==> src/rtl/systolic_sequencer.sv <==
`default_nettype none
// ============================================================================
// Module   : systolic_sequencer
// Brief    : Buffers A/B row loads, runs the clear/feed/drain sequence on the
//            systolic array and replays captured result rows on a ready/valid port.
// Revision : 1.0 - initial release
// ============================================================================
module systolic_sequencer #(
  parameter  int DATAWIDTH = 16,
  parameter  int N_SIZE    = 5,
  parameter  int TIMEOUT   = 64,
  localparam int IW        = $clog2(N_SIZE)
) (
  input  logic                                clk,
  input  logic                                rst,
  input  logic                                start,
  output logic                                busy,
  output logic                                done,
  output logic                                err_incomplete,
  output logic                                err_timeout,
  input  logic                                ld_valid,
  output logic                                ld_ready,
  input  logic                                ld_sel,
  input  logic [IW-1:0]                       ld_idx,
  input  logic [N_SIZE-1:0][DATAWIDTH-1:0]    ld_row,
  output logic                                arr_rst_n,
  output logic                                arr_valid_in,
  output logic [N_SIZE-1:0][DATAWIDTH-1:0]    arr_a,
  output logic [N_SIZE-1:0][DATAWIDTH-1:0]    arr_b,
  input  logic                                arr_valid_out,
  input  logic [N_SIZE-1:0][2*DATAWIDTH-1:0]  arr_row,
  output logic                                res_valid,
  input  logic                                res_ready,
  output logic [IW-1:0]                       res_idx,
  output logic [N_SIZE-1:0][2*DATAWIDTH-1:0]  res_row
);

  localparam int            CW         = IW + 1;
  localparam int            TW         = $clog2(TIMEOUT + 1);
  localparam int            RW         = 2 * DATAWIDTH;
  localparam logic [CW-1:0] C_LAST     = CW'(N_SIZE - 1);
  localparam logic [CW-1:0] C_FULL     = CW'(N_SIZE);
  localparam logic [TW-1:0] C_TMO_LAST = TW'(TIMEOUT - 1);
  localparam logic [TW-1:0] C_TMO_MAX  = TW'(TIMEOUT);

  typedef enum logic [2:0] {
    S_IDLE  = 3'd0,
    S_CLR   = 3'd1,
    S_FEED  = 3'd2,
    S_DRAIN = 3'd3,
    S_OUT   = 3'd4
  } state_t;

  state_t state, state_n;

  // Operand buffers are indexed [row][col] and deliberately carry no reset.
  logic [DATAWIDTH-1:0]      a_buf  [N_SIZE][N_SIZE];
  logic [DATAWIDTH-1:0]      b_buf  [N_SIZE][N_SIZE];
  logic [N_SIZE-1:0][RW-1:0] result [N_SIZE];

  logic [N_SIZE-1:0] mask_a, mask_b;
  logic [CW-1:0]     t_cnt, cap_cnt, r_cnt;
  logic [TW-1:0]     tmo_cnt;
  logic [IW-1:0]     t_idx, cap_idx, r_idx;

  logic load_we, mask_full, cap_now, cap_done, tmo_hit;
  logic go_clr, incomplete, timeout, finish;

  assign t_idx     = t_cnt[IW-1:0];
  assign cap_idx   = cap_cnt[IW-1:0];
  assign r_idx     = r_cnt[IW-1:0];
  assign load_we   = (state == S_IDLE) && ld_valid && ({1'b0, ld_idx} < C_FULL);
  assign mask_full = (&mask_a) && (&mask_b);
  assign cap_now   = arr_valid_out && ((state == S_FEED) || (state == S_DRAIN)) && (cap_cnt < C_FULL);
  assign cap_done  = (cap_cnt == C_FULL) || (cap_now && (cap_cnt == C_LAST));
  assign tmo_hit   = (tmo_cnt == C_TMO_LAST);

  always_comb begin
    state_n    = state;
    go_clr     = 1'b0;
    incomplete = 1'b0;
    timeout    = 1'b0;
    finish     = 1'b0;
    case (state)
      S_IDLE: begin
        if (start) begin
          if (mask_full) begin
            state_n = S_CLR;
            go_clr  = 1'b1;
          end else begin
            incomplete = 1'b1;
          end
        end
      end
      S_CLR:  state_n = S_FEED;
      S_FEED: begin
        if (t_cnt == C_LAST) state_n = S_DRAIN;
      end
      S_DRAIN: begin
        // A completed capture wins over a coincident timeout.
        if (cap_done) begin
          state_n = S_OUT;
        end else if (tmo_hit) begin
          state_n = S_IDLE;
          timeout = 1'b1;
        end
      end
      S_OUT: begin
        if (res_ready && (r_cnt == C_LAST)) begin
          state_n = S_IDLE;
          finish  = 1'b1;
        end
      end
      default: state_n = S_IDLE;
    endcase
  end

  always_ff @(posedge clk) begin
    if (load_we) begin
      for (int c = 0; c < N_SIZE; c++) begin
        if (ld_sel) b_buf[ld_idx][c] <= ld_row[c];
        else        a_buf[ld_idx][c] <= ld_row[c];
      end
    end
  end

  always_ff @(posedge clk) begin
    if (rst) begin
      state          <= S_IDLE;
      mask_a         <= '0;
      mask_b         <= '0;
      t_cnt          <= '0;
      cap_cnt        <= '0;
      r_cnt          <= '0;
      tmo_cnt        <= '0;
      done           <= 1'b0;
      err_incomplete <= 1'b0;
      err_timeout    <= 1'b0;
      arr_rst_n      <= 1'b0;
      for (int i = 0; i < N_SIZE; i++) result[i] <= '0;
    end else begin
      state          <= state_n;
      done           <= finish;
      err_incomplete <= incomplete;
      err_timeout    <= timeout;
      arr_rst_n      <= (state_n != S_CLR);

      if (go_clr) begin
        mask_a <= '0;
        mask_b <= '0;
      end else if (load_we) begin
        if (ld_sel) mask_b[ld_idx] <= 1'b1;
        else        mask_a[ld_idx] <= 1'b1;
      end

      case (state)
        S_CLR: begin
          t_cnt   <= '0;
          cap_cnt <= '0;
        end
        S_FEED: begin
          t_cnt   <= t_cnt + 1'b1;
          tmo_cnt <= '0;
        end
        S_DRAIN: begin
          if (tmo_cnt != C_TMO_MAX) tmo_cnt <= tmo_cnt + 1'b1;
          r_cnt <= '0;
        end
        S_OUT: begin
          if (res_ready) r_cnt <= r_cnt + 1'b1;
        end
        default: ;
      endcase

      if (cap_now) begin
        result[cap_idx] <= arr_row;
        cap_cnt         <= cap_cnt + 1'b1;
      end
    end
  end

  assign busy         = (state != S_IDLE);
  assign ld_ready     = (state == S_IDLE);
  assign arr_valid_in = (state == S_FEED);
  assign res_valid    = (state == S_OUT);
  assign res_idx      = res_valid ? r_idx : '0;
  assign res_row      = res_valid ? result[r_idx] : '0;

  // Column t of A and row t of B, so lane q sees A[q][t] and B[t][q].
  generate
    for (genvar q = 0; q < N_SIZE; q++) begin : g_feed
      assign arr_a[q] = arr_valid_in ? a_buf[q][t_idx] : '0;
      assign arr_b[q] = arr_valid_in ? b_buf[t_idx][q] : '0;
    end
  endgenerate

endmodule
`default_nettype wire

==> config.mk <==
export PLATFORM = sky130hd
export DESIGN_NAME = systolic_sequencer
export DESIGN_NICKNAME = d
export VERILOG_FILES = /design/src/rtl/systolic_sequencer.sv
export SDC_FILE = /design/constraint.sdc
export NUM_CORES = 2
export LEC_CHECK = 0
export ABC_AREA = 1
export CORE_ASPECT_RATIO = 0.8
export CORE_MARGIN = 5
export CORE_UTILIZATION = 53
export DETAILED_ROUTE_END_ITERATION = 16
export GPL_TIMING_DRIVEN = 0
export PLACE_DENSITY = 0.76
export SYNTH_ARGS = -nofsm -noshare
export SYNTH_HDL_FRONTEND = slang
export SYNTH_SLANG_ARGS = --single-unit
==> constraint.sdc <==
create_clock -name clk -period 13.7 [get_ports clk]
set_input_delay 1.37 -clock clk [delete_from_list [all_inputs] [get_ports clk]]
set_output_delay 1.37 -clock clk [all_outputs]
set_load 0.05 [all_outputs]
# == Yosys cells after proc, flatten, opt, wreduce, memory -nomap -nowiden ==
# Memories as Yosys holds them, arrays and structs flattened. A register that Yosys moved wholly into a read port is not among the register bits.
# Cells that the tools add are included.
# totals
register_bits,36
mem_bits_rw,1600
inputBits,250
output_inout_bits,331
wordCells,138
mem_count,3
# mem_list
memory,words,width,rd,rd_clocked_by_memory_dff,wr,line_no,text
result,5,160,1,1,5,59,logic [N_SIZE-1:0][RW-1:0] result [N_SIZE];
a_buf,5,80,5,0,1,57,logic [DATAWIDTH-1:0] a_buf [N_SIZE][N_SIZE];
b_buf,5,80,1,1,1,58,logic [DATAWIDTH-1:0] b_buf [N_SIZE][N_SIZE];
# op_classes
add_sub_neg,4
n_lt_le_gt_ge,5
n_eq_ne,13
n_mux,67
bitwise,8
n_reduce_logical,27
# op_table
op,count
16-bit 2-to-1 mux,20
160-bit 2-to-1 mux,2
16-bit binary-select mux with 3-bit select,5
160-bit OR reduction,1
3-bit 2-to-1 mux,12
1-bit 2-to-1 mux,19
4-bit by 3-bit == test with 1-bit output (second input constant),4
4-bit one-hot mux with 2 select lines,2
3-bit one-hot mux with 5 select lines,1
7-bit one-hot mux with 2 select lines,1
4-bit by 1-bit adder with 4-bit output (second input constant),3
4-bit 2-to-1 mux,3
5-bit OR,2
5-bit AND reduction,2
1-bit logical AND,8
2-bit AND reduction,4
2-bit nonzero test,4
7-bit by 1-bit adder with 7-bit output (second input constant),1
7-bit by 6-bit == test with 1-bit output (second input constant),1
7-bit 2-to-1 mux,1
7-bit != test (second input constant),1
3-bit by 2-bit == test with 1-bit output (second input constant),2
3-bit OR reduction,2
1-bit inverter,5
other kinds (15),18

# == Logic depth before layout (Yosys ltp) ==
# depth
word_depth,9
ltp_mapped,10
ltp_nobuf,9

# == Worst setup path before layout ==
# No wires, ideal clock.
# synth_path
path_type,input to register
start,input port arr_valid_out
end,memory result[5][0] (netlist bit) (enable)
setup_time_ps,909
arrival_ps,13644
t_required_ps,12791
setup_slack_ps,-853
cell_stages,7
path_buffers,1
cell_sequence,nand2_1 nor2_2 nand2_1 nor2_1 nand2_1 buf_2 nor3b_1
# synth_lines
item,line_no,text
start: declaration,30,"input logic arr_valid_out,"
end: declaration,59,

==> results by group <==
Timing
  • Final worst-path cycle share: 0.487
  • Count of final setup violators: 0
  • Clk_skew: around 0.044 ns
  • Final WS setup: ~7.0 ns
  • Final hold viol count: 0
  • Slew @ Worst Pin: ~1.5 ns
  • RSZ-0062 raised after global routing: false
  • FMAX: 0.150 GHz
  • Min Tclk post-route: between 6 and 7 ns
  • Max_slew headroom: 0.0246
  • Number of max-slew violations in the final report: 0

Hold path
  • Hold Crit Depth: 2
  • Hold crit path type: register to register
  • End of the worst hold path: cap_cnt[3]
  • HP Start: cap_cnt[3]

Route
  • DR vias: ~66000
  • Final WL: approximately 280000 um
  • M1 WL: 94900 um
  • First drt pass iteration count: 6
  • Avg WL per Cell: 25.5 um
  • Final ANT Viol Nets: 0
  • Initial DRC count: around 10000
  • Wire length on met2: 127000 um
  • Top routing layer in use: met5
  • Routed wire length on met3: roughly 36000 um
  • Drt drc: 0
  • Vias per cell: a little over 6

Critical path
  • RR Endpoint: result[3][72]
  • Worst Path Required: about 12 ns
  • WP data arrival: between 5 and 6 ns
  • R2R Path Start: cap_cnt[1]
  • CP endpoint kind: output pin
  • Nature of the critical path startpoint: register
  • Crit path kind: register to output pin
  • CP max FO: 10
  • R2R depth: 12
  • Flop-to-flop setup slack: ~9.6 ns

Cells and area
  • Non-Filler Instances: between 10000 and 15000
  • Most frequent cells in the layout: nor2_1 (2193), edfxtp_1 (2080), o21ai_0 (1194)
  • Layout area overhead: 18.7%
  • Nets: slightly below 9000
  • Multi-input gate area: 20400 um^2
  • Filler cells: around 12000
  • Most common cell after layout, fill and taps aside: nor2_1
  • Seq. cell area: 63300 um^2
  • Layout cell share with drive strength beyond 1: 0.0539

Floorplan
  • Die width: 465 um
  • Core area: between 150000 and 200000 um^2
  • Ports: slightly below 600
  • Die Span Y: between 300 and 400 um
  • Row Count: about 130
  • Full die area: 174000 um^2
  • Initial Utilization: 0.533

Logic synthesis
  • Async set-reset flop share out of synthesis: 0
  • Ys Warns: 0
  • Flops & latches, synth: 2122
  • Sequential area share after synthesis: 0.722
  • Syn_nets: between 7000 and 8000
  • Gate Count Post-Synth: 7656
  • Syn Area/Cell: about 11 um^2
  • Post-synth EDFFs: between 2000 and 2500
  • Top FF cell, synth: edfxtp_1
  • Cell area after synthesis: slightly below 90000 um^2
  • Distinct cells, synth: 26

GRT
  • Largest net degree at the start of global routing: 78
  • GRT overflow: 0
  • Total GRT Usage: 0.309
  • First-pass GRT wire length: 402000 um
  • Initial antenna violation count: 49
  • Number of global-route vias before repair: about 64000

Clocking
  • Post-CTS Setup Bufs: 0
  • H-tree Lvls: 4
  • Cts bufs inserted: about 200
  • Clk_lat worst skew: between 0.8 and 0.9 ns
  • CTS Buffer Depth: 3
  • # resized after CTS: 0
  • # hold bufs at CTS: 0
  • CTS tree: yes
  • Root Driver: clkbuf_16
  • Clock sinks: about 2100
  • CTS clk-pin slew, worst paths: about 0.06 ns

Pwr
  • Flop pwr share: 0.548
  • Pleak: 38.0 nW
  • VDD IR max: between 100 and 150 uV
  • Pint: approximately 10 mW
  • Clk network pwr share: 0.425
  • Switching share of power: 0.210
  • Switch Pwr: about 2.8 mW
  • Power share of the combinational group: 0.028
  • P per Cell Area: about 130 nW/um^2

Placed design
  • Placed Cells incl. Taps: ~10000
  • Detail Placement HPWL: approximately 180000 um
  • IO Port Bufs: just under 600
  • Pre-CTS WS: approximately 8.0 ns
  • Gp weighted congestion: 0.899

Flow run
  • Max cap viols: 0

Run status
  • Run status: complete, no violations
[how the worst max path moves through the flow]
stage / start / cells after the start / slack, ns / end
detailed placement: register / 10 / 8.01 / res_row[136]
finish: register / 9 / 7.03 / res_row[44]
global route: register / 10 / 6.93 / res_row[136]
floorplan: arr_valid_out / 7 / 3.84 / result[1][0]
CTS: register / 10 / 7.07 / res_row[136]
global placement: arr_valid_out / 9 / -2.48 / result[7][76]
[sequential cells by signal, summed over array words and instances (netlist names), named ones only]
register / count
result: 1280
a_buf: 400
b_buf: 400
tmo_cnt: 7
mask_a: 5
mask_b: 5
cap_cnt: 4
r_cnt: 4
t_cnt: 4
state: 3
arr_rst_n: 1
done: 1
err_incomplete: 1
err_timeout: 1
[layout make-up]
class,count,share of cell area
Sequential cell,2122,0.608
Inverter,470,0.0172
Multi-Input combinational cell,4525,0.196
Antenna cell,40,0.000961
Clock buffer,247,0.0504
Buffer,539,0.0224
Clock inverter,120,0.0129
Tap cell,2160,0.0260
Timing Repair Buffer,630,0.0665
[layer usage]
metal  vias up  global-route usage
met5         -                   0
met3       848              0.0758
met2      4852               0.476
li1      28500                   -
met4        10               0.194
met1     31300               0.397
[cells by family (layout without fill, tap and decap cells)]
kind of cell	Yosys count	count (layout)	share of synthesized area
and+or+nand+nor	2727	2727	0.120
AOI/OAI and AO/OA	1786	1786	0.110
other	0	40	0
buffers and inverters	1009	2006	0.0467
adders and majority gates	9	9	0.00128
xor gates and xnor gates	3	3	0.000300
DFF	2122	2122	0.722
[cells in the mapped netlist (44+ instances only)]
cell | n | area share
o21ai_0 | 1195 | 0.068
nor3_1 | 169 | 0.0096
edfxtp_1 | 2080 | 0.71
nand2_1 | 318 | 0.014
a21oi_1 | 180 | 0.010
nor2_1 | 2195 | 0.094
buf_1 | 44 | 0.0019
clkbuf_1 | 393 | 0.017
buf_2 | 70 | 0.0040
o22ai_1 | 240 | 0.017
o211ai_1 | 160 | 0.014
inv_1 | 466 | 0.020
[power by group through the flow]
stage | clock, mW | sequential, mW | combinational (mW)
final | 5.62 | 7.25 | 0.370
after global routing | 5.92 | 7.25 | 0.386
after CTS | 5.62 | 7.25 | 0.361
after detailed placement | 0 | 7.38 | 0.358
after global placement | 0 | 7.42 | 0.330
after floorplan | 0 | 7.40 | 0.116
[metrics by stage]
stage | total power, mW | hold WS, ns | util | instance area [um^2] | setup TNS (ns)
finish | 13.2 | 0.487 | 0.633 | 104000 | 0
CTS | 13.2 | 0.491 | 0.633 | 104000 | 0
floorplan | 7.52 | 0.428 | - | 87700 | 0
detailed placement | 7.74 | 0.476 | 0.593 | 97400 | 0
global placement | 7.75 | 0.443 | 0.585 | 96200 | -922.59
global route | 13.6 | 0.520 | 0.633 | 104000 | 0
[critical path: stages, from the launching register on]
cell	delay, ns
dfxtp_1	0.31
inv_2	0.51
buf_4	0.39
clkbuf_1	1.08
clkbuf_1	0.54
nor2_1	0.10
o22ai_1	0.28
nor2_1	0.08
nor2_1	0.24
clkdlybuf4s50_1	0.90
Power figures use the tool's default switching activity.
